$ cat src/rtl/relogio_pkg.sv
// Shared clock-domain types: adjustment modes, field limits and wrap helpers.
// Also used by the display block.
package relogio_pkg;

  typedef enum logic [1:0] {
    NORMAL   = 2'b00,
    AJ_HORAS = 2'b01,
    AJ_MIN   = 2'b10,
    AJ_SEG   = 2'b11
  } modo_t;

  localparam logic [5:0] MAX_SEG  = 6'd59;
  localparam logic [5:0] MAX_MIN  = 6'd59;
  localparam logic [5:0] MAX_HORA = 6'd23;

  // Out-of-range inputs are pulled back into range so a field can never escape it.
  function automatic logic [5:0] inc_wrap(input logic [5:0] v, input logic [5:0] max_v);
    return (v >= max_v) ? 6'd0 : v + 6'd1;
  endfunction

  function automatic logic [5:0] dec_wrap(input logic [5:0] v, input logic [5:0] max_v);
    return (v == 6'd0 || v > max_v) ? max_v : v - 6'd1;
  endfunction

endpackage

$ cat src/rtl/botao_debounce.sv
// Button conditioner: 2-FF synchronizer, debounce counter and rising-edge press pulse.
// A level is accepted only after DEBOUNCE_CYCLES consecutive differing samples.
module botao_debounce #(
  parameter int DEBOUNCE_CYCLES = 1_000_000
) (
  input  logic clk_100MHz,
  input  logic reset,
  input  logic btn_raw,
  output logic press
);

  localparam int CNT_W = (DEBOUNCE_CYCLES > 1) ? $clog2(DEBOUNCE_CYCLES + 1) : 1;
  localparam logic [CNT_W-1:0] CNT_LAST = CNT_W'(DEBOUNCE_CYCLES - 1);

  logic             sync_p0;
  logic             sync_p1;
  logic             nivel;
  logic [CNT_W-1:0] cnt;

  always_ff @(posedge clk_100MHz or negedge reset) begin
    if (!reset) begin
      sync_p0 <= 1'b0;
      sync_p1 <= 1'b0;
      nivel   <= 1'b0;
      cnt     <= '0;
      press   <= 1'b0;
    end else begin
      sync_p0 <= btn_raw;
      sync_p1 <= sync_p0;
      press   <= 1'b0;
      // Any sample matching the accepted level restarts the stability window.
      if (sync_p1 == nivel) begin
        cnt <= '0;
      end else if (cnt == CNT_LAST) begin
        cnt   <= '0;
        nivel <= sync_p1;
        press <= sync_p1;
      end else begin
        cnt <= cnt + 1'b1;
      end
    end
  end

endmodule

$ cat src/rtl/relogio_ajuste_ctrl.sv
// Clock/time-set controller: mode FSM, 1 Hz divider and HH:MM:SS registers.
// Time runs only in NORMAL; the AJ_* modes freeze it and edit one field.
module relogio_ajuste_ctrl
  import relogio_pkg::*;
#(
  parameter int CLK_FREQ        = 100_000_000,
  parameter int DEBOUNCE_CYCLES = 1_000_000
) (
  input  logic       clk_100MHz,
  input  logic       reset,
  input  logic       btn_modo,
  input  logic       btn_inc,
  input  logic       btn_dec,
  output logic [5:0] segundos,
  output logic [5:0] minutos,
  output logic [5:0] horas,
  output logic [1:0] modo_ajuste
);

  localparam int DIV_W = (CLK_FREQ > 1) ? $clog2(CLK_FREQ) : 1;
  localparam logic [DIV_W-1:0] DIV_LAST = DIV_W'(CLK_FREQ - 1);

  modo_t            modo;
  modo_t            modo_next;
  logic [DIV_W-1:0] div_cnt;
  logic             tick;
  logic             press_modo;
  logic             press_inc;
  logic             press_dec;
  logic             ajuste_ok;

  botao_debounce #(.DEBOUNCE_CYCLES(DEBOUNCE_CYCLES)) u_db_modo (
    .clk_100MHz(clk_100MHz), .reset(reset), .btn_raw(btn_modo), .press(press_modo)
  );
  botao_debounce #(.DEBOUNCE_CYCLES(DEBOUNCE_CYCLES)) u_db_inc (
    .clk_100MHz(clk_100MHz), .reset(reset), .btn_raw(btn_inc), .press(press_inc)
  );
  botao_debounce #(.DEBOUNCE_CYCLES(DEBOUNCE_CYCLES)) u_db_dec (
    .clk_100MHz(clk_100MHz), .reset(reset), .btn_raw(btn_dec), .press(press_dec)
  );

  assign modo_ajuste = modo;

  always_ff @(posedge clk_100MHz or negedge reset) begin
    if (!reset) modo <= NORMAL;
    else        modo <= modo_next;
  end

  always_comb begin
    modo_next = modo;
    if (press_modo) begin
      case (modo)
        NORMAL:   modo_next = AJ_HORAS;
        AJ_HORAS: modo_next = AJ_MIN;
        AJ_MIN:   modo_next = AJ_SEG;
        default:  modo_next = NORMAL;
      endcase
    end
  end

  // Divider is pinned to 0 outside NORMAL so a return to NORMAL waits a full period.
  assign tick = (modo == NORMAL) && (div_cnt == DIV_LAST);

  always_ff @(posedge clk_100MHz or negedge reset) begin
    if (!reset)                          div_cnt <= '0;
    else if (modo != NORMAL || tick)     div_cnt <= '0;
    else                                 div_cnt <= div_cnt + 1'b1;
  end

  // A mode press wins over inc/dec, and simultaneous inc+dec cancel out.
  assign ajuste_ok = !press_modo && (press_inc ^ press_dec);

  always_ff @(posedge clk_100MHz or negedge reset) begin
    if (!reset) begin
      segundos <= '0;
      minutos  <= '0;
      horas    <= '0;
    end else if (tick) begin
      segundos <= inc_wrap(segundos, MAX_SEG);
      if (segundos >= MAX_SEG) begin
        minutos <= inc_wrap(minutos, MAX_MIN);
        if (minutos >= MAX_MIN) horas <= inc_wrap(horas, MAX_HORA);
      end
    end else if (ajuste_ok) begin
      case (modo)
        AJ_HORAS: horas    <= press_inc ? inc_wrap(horas, MAX_HORA)   : dec_wrap(horas, MAX_HORA);
        AJ_MIN:   minutos  <= press_inc ? inc_wrap(minutos, MAX_MIN)  : dec_wrap(minutos, MAX_MIN);
        AJ_SEG:   segundos <= press_inc ? inc_wrap(segundos, MAX_SEG) : dec_wrap(segundos, MAX_SEG);
        default:  ;
      endcase
    end
  end

endmodule

$ cat config.mk
export PLATFORM = sky130hd
export DESIGN_NAME = relogio_ajuste_ctrl
export DESIGN_NICKNAME = d
export VERILOG_FILES = /design/src/rtl/relogio_pkg.sv /design/src/rtl/botao_debounce.sv /design/src/rtl/relogio_ajuste_ctrl.sv
export SDC_FILE = /design/constraint.sdc
export NUM_CORES = 1
export LEC_CHECK = 0
export BUFFER_PORTS_ARGS = -buffer_cell sky130_fd_sc_hd__buf_2
export CAP_MARGIN = 20
export CORE_UTILIZATION = 59
export CTS_BUF_LIST = sky130_fd_sc_hd__clkbuf_4
export DETAILED_ROUTE_END_ITERATION = 10
export PLACE_DENSITY = 0.77
export SLEW_MARGIN = 15
export SYNTH_ARGS = -nofsm -noshare
export SYNTH_HDL_FRONTEND = slang
export SYNTH_SLANG_ARGS = --single-unit
$ cat constraint.sdc
create_clock -name clk_100MHz -period 7.36 [get_ports clk_100MHz]
set_clock_uncertainty 0.2 [all_clocks]
set_input_delay 0.368 -clock clk_100MHz [delete_from_list [all_inputs] [get_ports clk_100MHz]]
set_output_delay 0.368 -clock clk_100MHz [all_outputs]
set_load 0.02 [all_outputs]
==> impl_metrics.py, run 1 <==
metrics = {
    "finish": {
        "syn2layout_area_growth_pct": 8.32,
        "fin_cells": 839,
        "drive_gt1_share_pct": 9.96,
        "antenna_cells": 0,
        "nets": 712,
        "fin_area_um2": 6910,
    },
    "placement": {
        "place_ws_ns": 4.41,
        "portBuffers": 24,
        "gp_congestion": 0.914,
        "hpwl_um": 8480,
        "dpl.cell_count": 802,
        "dpl_cell_area_um2": 6590,
    },
    "power": {
        "power_frac_comb_pct": 2.6,
        "netSwitchingFraction_pct": 23.4,
        "power_leakage_nw": 3.10,
        "powerDensity_nw_per_um2": 165,
        "p_int_mw": 0.873,
        "switchingPower_mw": 0.267,
        "p_seq_share_pct": 58.2,
        "ir_drop_v": 0.0000919,
        "clkPwrFrac_pct": 39.1,
    },
    "timing": {
        "post-route-min-period_ns": 2.95,
        "final_max_slew_viol_count": 0,
        "fin_crit_sh_pct": 40.0,
        "rsz0062_at_grt": "no",
        "slew_headroom_pct": 31.2,
        "final.setup.tns_ns": 0,
        "fmax_mhz": 339,
        "setup_viol": 0,
        "finalWorstSetupSlack_ns": 4.41,
        "hold_violations": 0,
        "worstMarginPinSlew_ns": 1.03,
    },
    "synth": {
        "synth_common_cells": "119 x dfrtp_1, 110 x nor2_1, 53 x xnor2_1",
        "syn_nets": 683,
        "netlist_instances": 661,
        "synth.most_common_cell": "dfrtp_1",
        "yosysTopAreaCell": "dfrtp_1",
        "synth_edf_count": 0,
        "synthTopCellsByArea": "dfrtp_1 47%, xnor2_1 7.3%, nor2_1 6.5%",
        "ys_async_sr_fraction_pct": 100,
        "synth_warnings": 0,
        "synth_ff_type": "dfrtp_1",
        "yosysUniqueCellTypes": 64,
        "avgSynthCellArea_um2": 9.65,
        "syn_area_um2": 6380,
        "ys_seq_elements": 119,
        "synth_top_cell_area_share_pct": 46.7,
        "ys_seq_area_share_pct": 46.7,
    },
    "critical_path": {
        "crit_path_end_kind": "flop",
        "start_kind": "flop",
        "cp.buffers_inverters": 0,
        "cp_cell_sequence": "ha_1, and4_1, nand4_1, or4_1, nand2_1, nor2_1",
        "critPathArrivalTime_ns": 3.12,
        "worstPathMaxFanout": 27,
        "cpLargestDelayFamily": "simple AND/OR/NAND/NOR gates",
        "worstPathRequired_ns": 7.54,
        "critPathSlowestCell": "nand2_1",
        "critPathKind": "flop to flop",
        "slowest_delay_ns": 0.65,
    },
    "drt": {
        "first_pass_iters": 5,
        "final_antenna_net_count": 0,
        "vias": 4985,
        "routed.top_layer": "met4",
        "dr.first_iter.drc_count": 349,
        "avgRoutedWirePerCell_um": 15.2,
        "dr_wl_met2_um": 6160,
        "wl_met1_um": 5890,
        "dr_wl_met3_um": 532,
        "drc": 0,
        "viasPerCell": 5.94,
        "routed_wl_um": 12800,
    },
    "run_status": {
        "run_status": "finished, final reports clean",
    },
    "cts": {
        "cts_buffer_depth": 2,
        "clock-sinks": 119,
        "numCtsBuffers": 17,
        "cts-root-buf": "clkbuf_4",
        "clkLatencyLatePin_ns": 0.54,
        "postCtsSetupRepairBufs": 0,
        "tritoncts": "built",
        "path_clk_slew_ns": 0.10,
        "htreeDepth": 4,
    },
    "worst_hold_path": {
        "hold_class": "input port to async pin",
    },
    "flow_run": {
        "cap_violations": 0,
    },
    "global_route": {
        "grt_max_degree": 84,
        "grt_pass1_vias": 4729,
        "track_usage_pct": 24.6,
        "grt_pass1_wl_um": 22000,
        "overflow": 0,
        "antenna_found_initial": 0,
    },
    "floorplanning": {
        "die_area_um2": 11200,
        "start_util_pct": 61.2,
        "dieWidth_um": 106,
        "io_pins": 25,
        "row_count": 37,
        "die-height_um": 106,
        "core_area_um2": 10400,
    },
}
-- metrics by stage --
step                      hold WS [ns]  util, %  power [mW]
after global routing             0.146     66.3        1.18
after global placement           0.131     63.2       0.703
final                            0.129     66.3        1.14
after detailed placement         0.136     63.2       0.705
after floorplan                 -0.128        -       0.687
after CTS                        0.127     66.1        1.15
-- routing by layer --
metal	GRT usage (%)	vias to the layer above
met4	8.93	0
met5	0	-
li1	-	2403
met1	32.5	2443
met3	5.21	20
met2	40.1	119
-- worst paths after layout --
check / from / to / slack, ns / cells after the start
min: reset / u_db_inc.cnt[3] / 0.13 / 2
max reg2reg: div_cnt[0] / div_cnt[17] / 4.41 / 6
min in group clk_100MHz: u_db_modo.sync_p0 / u_db_modo.sync_p1 / 0.14 / 0
max in group asynchronous: reset / u_db_modo.cnt[12] / 5.70 / 4
max: div_cnt[0] / div_cnt[17] / 4.41 / 6
min reg2reg: u_db_modo.sync_p0 / u_db_modo.sync_p1 / 0.14 / 0
-- layout make-up --
type	instances	area, um2
Fill cell	839	3510
Multi-Input combinational cell	496	3210
Sequential cell	119	2980
Timing Repair Buffer	30	190
Tap cell	136	170
Clock buffer	20	150
Clock inverter	12	110
Inverter	26	97.6
-- timing repair --
action                                 4_1_cts  5_1_grt
resized for setup                            0        0
endpoints found under the hold margin       39        0
hold buffers                                 4        0
-- power by group through the flow --
stage	registers, mW	clock network, mW	logic, mW
after floorplan	0.676	0	0.0110
after global placement	0.676	0	0.0270
after detailed placement	0.677	0	0.0281
after CTS	0.664	0.455	0.0299
after global routing	0.665	0.481	0.0350
final	0.664	0.446	0.0299
-- layout by cell type (no fill, tap or decap), types with 5 or more instances in the layout --
| cell | netlist | final |
|---|---|---|
| nor3_1 | 14 | 14 |
| nor4_1 | 17 | 17 |
| and4_1 | 5 | 5 |
| clkbuf_4 | 0 | 20 |
| nand2_1 | 42 | 42 |
| buf_2 | 0 | 23 |
| or3_1 | 6 | 6 |
| xor2_1 | 36 | 36 |
| dfrtp_1 | 119 | 119 |
| nor2_1 | 110 | 110 |
| a22oi_1 | 8 | 8 |
| ha_1 | 17 | 17 |
| xnor2_1 | 53 | 53 |
| inv_1 | 26 | 26 |
| o22ai_1 | 5 | 5 |
| a21oi_1 | 9 | 9 |
| nand3_1 | 44 | 44 |
| nand4_1 | 19 | 19 |
| and3_1 | 20 | 20 |
| o21ai_0 | 9 | 9 |
-- cell families after synthesis --
| kind of cell | after synthesis | synth area share [%] |
|---|---|---|
| simple gates | 305 | 23.9 |
| flops | 119 | 46.7 |
| xor+xnor | 89 | 12.2 |
| compound gates | 78 | 9.75 |
| buf+inv | 46 | 2.94 |
| fa+ha+maj | 17 | 3.34 |
| mux | 7 | 1.20 |
-- registers in the layout (all words and copies together) (netlist names), 2 cells and up --
| signal | count |
|---|---|
| u_db_modo.cnt | 20 |
| minutos | 6 |
| segundos | 6 |
| u_db_dec.cnt | 20 |
| horas | 6 |
| modo_ajuste | 2 |
| u_db_inc.cnt | 20 |
| div_cnt | 27 |
-- worst register-to-register path: cells and delay by family, from the launching register on --
kind	cells	cell delay, ns
AND/OR/NAND/NOR	5	1.98
flip-flops	1	0.40
adder cells (fa/ha/maj)	1	0.23
No activity file was read; power rests on OpenSTA's default activity.
==> run 2: changes to the inputs <==
Clock period 7.36 ns to 3 ns, I/O delays scaled along.
==> run 2 against run 1 <==
- register-to-register slack got worse by 4.2 ns
- highest routed layer unchanged
- via count shrank 0.10%
- critical path depth unchanged
- clock power is 130% higher
- final area rose by 1.1%
- worst setup slack worse by 4.2 ns
- sequential cell count did not move
- core utilization up 0.72 points
- final cell count up 1.1%
- worst hold slack lost 0.068 ns
- first-iteration DRC count is 7.2% higher
- non-clock buffer count rose by 9
==> impl_metrics.py, run 2 (synthesis gave the netlist of run 1 again) <==
metrics = {
    "worst_hold_path": {
        "hold_class": "input port to flop",
    },
    "timing": {
        "final_max_slew_viol_count": 0,
        "post-route-min-period_ns": 2.79,
        "rsz0062_at_grt": "no",
        "fin_crit_sh_pct": 92.8,
        "slew_headroom_pct": 31.5,
        "worstMarginPinSlew_ns": 1.03,
        "setup_viol": 0,
        "finalWorstSetupSlack_ns": 0.215,
        "hold_violations": 0,
        "final.setup.tns_ns": 0,
        "fmax_mhz": 359,
    },
    "critical_path": {
        "crit_path_frequent_cell": "and4_1",
        "cp_cell_sequence": "ha_1, and4_1, and4_1, a21oi_1, a32oi_1, o2bb2a_1",
        "critPathKind": "flop to flop",
        "crit_path_end_kind": "flop",
        "critPathArrivalTime_ns": 3.00,
        "slowest_delay_ns": 0.80,
        "worstPathRequired_ns": 3.22,
        "cpLargestDelayFamily": "compound AO/OA/AOI/OAI gates",
        "cp.buffers_inverters": 0,
        "critPathSlowestCell": "a21oi_1",
        "worstPathMaxFanout": 12,
        "start_kind": "flop",
    },
    "power": {
        "p_int_mw": 2.05,
        "power_frac_comb_pct": 2.9,
        "power_leakage_nw": 3.13,
        "p_seq_share_pct": 59.5,
        "powerDensity_nw_per_um2": 392,
        "power_mw": 2.74,
        "switchingPower_mw": 0.687,
        "netSwitchingFraction_pct": 25.1,
        "ir_drop_v": 0.000298,
        "clkPwrFrac_pct": 37.6,
    },
    "placement": {
        "portBuffers": 24,
        "hpwl_um": 8780,
        "gp_congestion": 0.908,
        "place_ws_ns": 0.349,
        "dpl.cell_count": 810,
    },
    "finish": {
        "fin_util_pct": 67.0,
        "fillCellCount": 812,
        "final_common_cell": "dfrtp_1",
        "syn2layout_area_growth_pct": 9.50,
        "top_register": "div_cnt",
        "antenna_cells": 0,
        "layout_common_cells": "119 x dfrtp_1, 110 x nor2_1, 53 x xnor2_1",
        "fin_cells": 848,
        "nets": 721,
        "drive_gt1_share_pct": 11.4,
        "largest_register_ffs": 27,
    },
    "drt": {
        "avgRoutedWirePerCell_um": 15.0,
        "vias": 4980,
        "first_pass_iters": 5,
        "viasPerCell": 5.87,
        "drc": 0,
        "routed_wl_um": 12700,
        "final_antenna_net_count": 0,
        "dr.first_iter.drc_count": 374,
    },
    "global_route": {
        "grt_pass1_wl_um": 22000,
        "grt_max_degree": 71,
        "overflow": 0,
        "antenna_found_initial": 0,
        "grt_pass1_vias": 4853,
        "track_usage_pct": 24.7,
    },
    "cts": {
        "clkLatencyLatePin_ns": 0.53,
        "tritoncts": "built",
        "cts-root-buf": "clkbuf_4",
        "htreeDepth": 4,
        "clock-sinks": 119,
        "cts_buffer_depth": 2,
        "path_clk_slew_ns": 0.11,
        "numCtsBuffers": 17,
        "postCtsSetupRepairBufs": 0,
    },
    "floorplanning": {
        "row_count": 37,
        "io_pins": 25,
        "die-height_um": 106,
        "die_area_um2": 11200,
        "start_util_pct": 61.2,
        "dieWidth_um": 106,
        "core_area_um2": 10400,
    },
    "flow_run": {
        "cap_violations": 0,
    },
    "run_status": {
        "run_status": "finished, final reports clean",
    },
}
run 2: through the flow:
stage               hold slack (ns)  cell area, um2
finish                       0.0616            6980
global route                 0.0142            6980
CTS                          0.0117            6980
detailed placement           0.0225            6660
global placement             0.0157            6660
floorplan                    -0.346            6380
run 2: repair_timing:
| action | in CTS | in global routing |
|---|---|---|
| setup endpoints to repair | 0 | 0 |
| hold buffers | 6 | 0 |
| gates resized for setup | 0 | 0 |
| endpoints found under the hold margin | 122 | 0 |
run 2: cell type report:
type                    count  area (um2)  area share (%)
flip-flops and latches    119        2980            42.6
clock inverters            14         110            1.58
multi-input cells         496        3210            46.0
clock buffers              18         135            1.94
well taps                 136         170            2.44
repair buffers             39         280            4.01
inverters                  26        97.6            1.40
run 2: per-layer routing:
layer / up-vias / track usage, % / part of all wire (%)
li1: 2410 / - / -
met1: 2403 / 31.6 / 45
met2: 149 / 40.7 / 49
met3: 18 / 6.50 / 4.6
met4: 0 / 8.83 / 1.7
met5: - / 0 / 0
run 2: path summary, 6_finish.rpt:
path | from | endpoint | cells past startpoint | slack [ns]
min in group asynchronous | reset | u_db_inc.cnt[2] | 4 | 0.51
min reg2reg | u_db_dec.sync_p0 | u_db_dec.sync_p1 | 0 | 0.17
min | btn_dec | u_db_dec.sync_p0 | 2 | 0.06
max reg2reg | div_cnt[0] | horas[4] | 6 | 0.21
max | div_cnt[0] | horas[4] | 6 | 0.21
max in group asynchronous | reset | u_db_dec.cnt[6] | 4 | 1.75
run 2: power by group through the flow:
| stage | registers [mW] | clock network, mW | logic (mW) |
|---|---|---|---|
| finish | 1.63 | 1.03 | 0.0795 |
| global route | 1.63 | 1.13 | 0.0925 |
| CTS | 1.63 | 1.06 | 0.0824 |
| detailed placement | 1.66 | 0 | 0.0726 |
| global placement | 1.66 | 0 | 0.0695 |
| floorplan | 1.66 | 0 | 0.0270 |
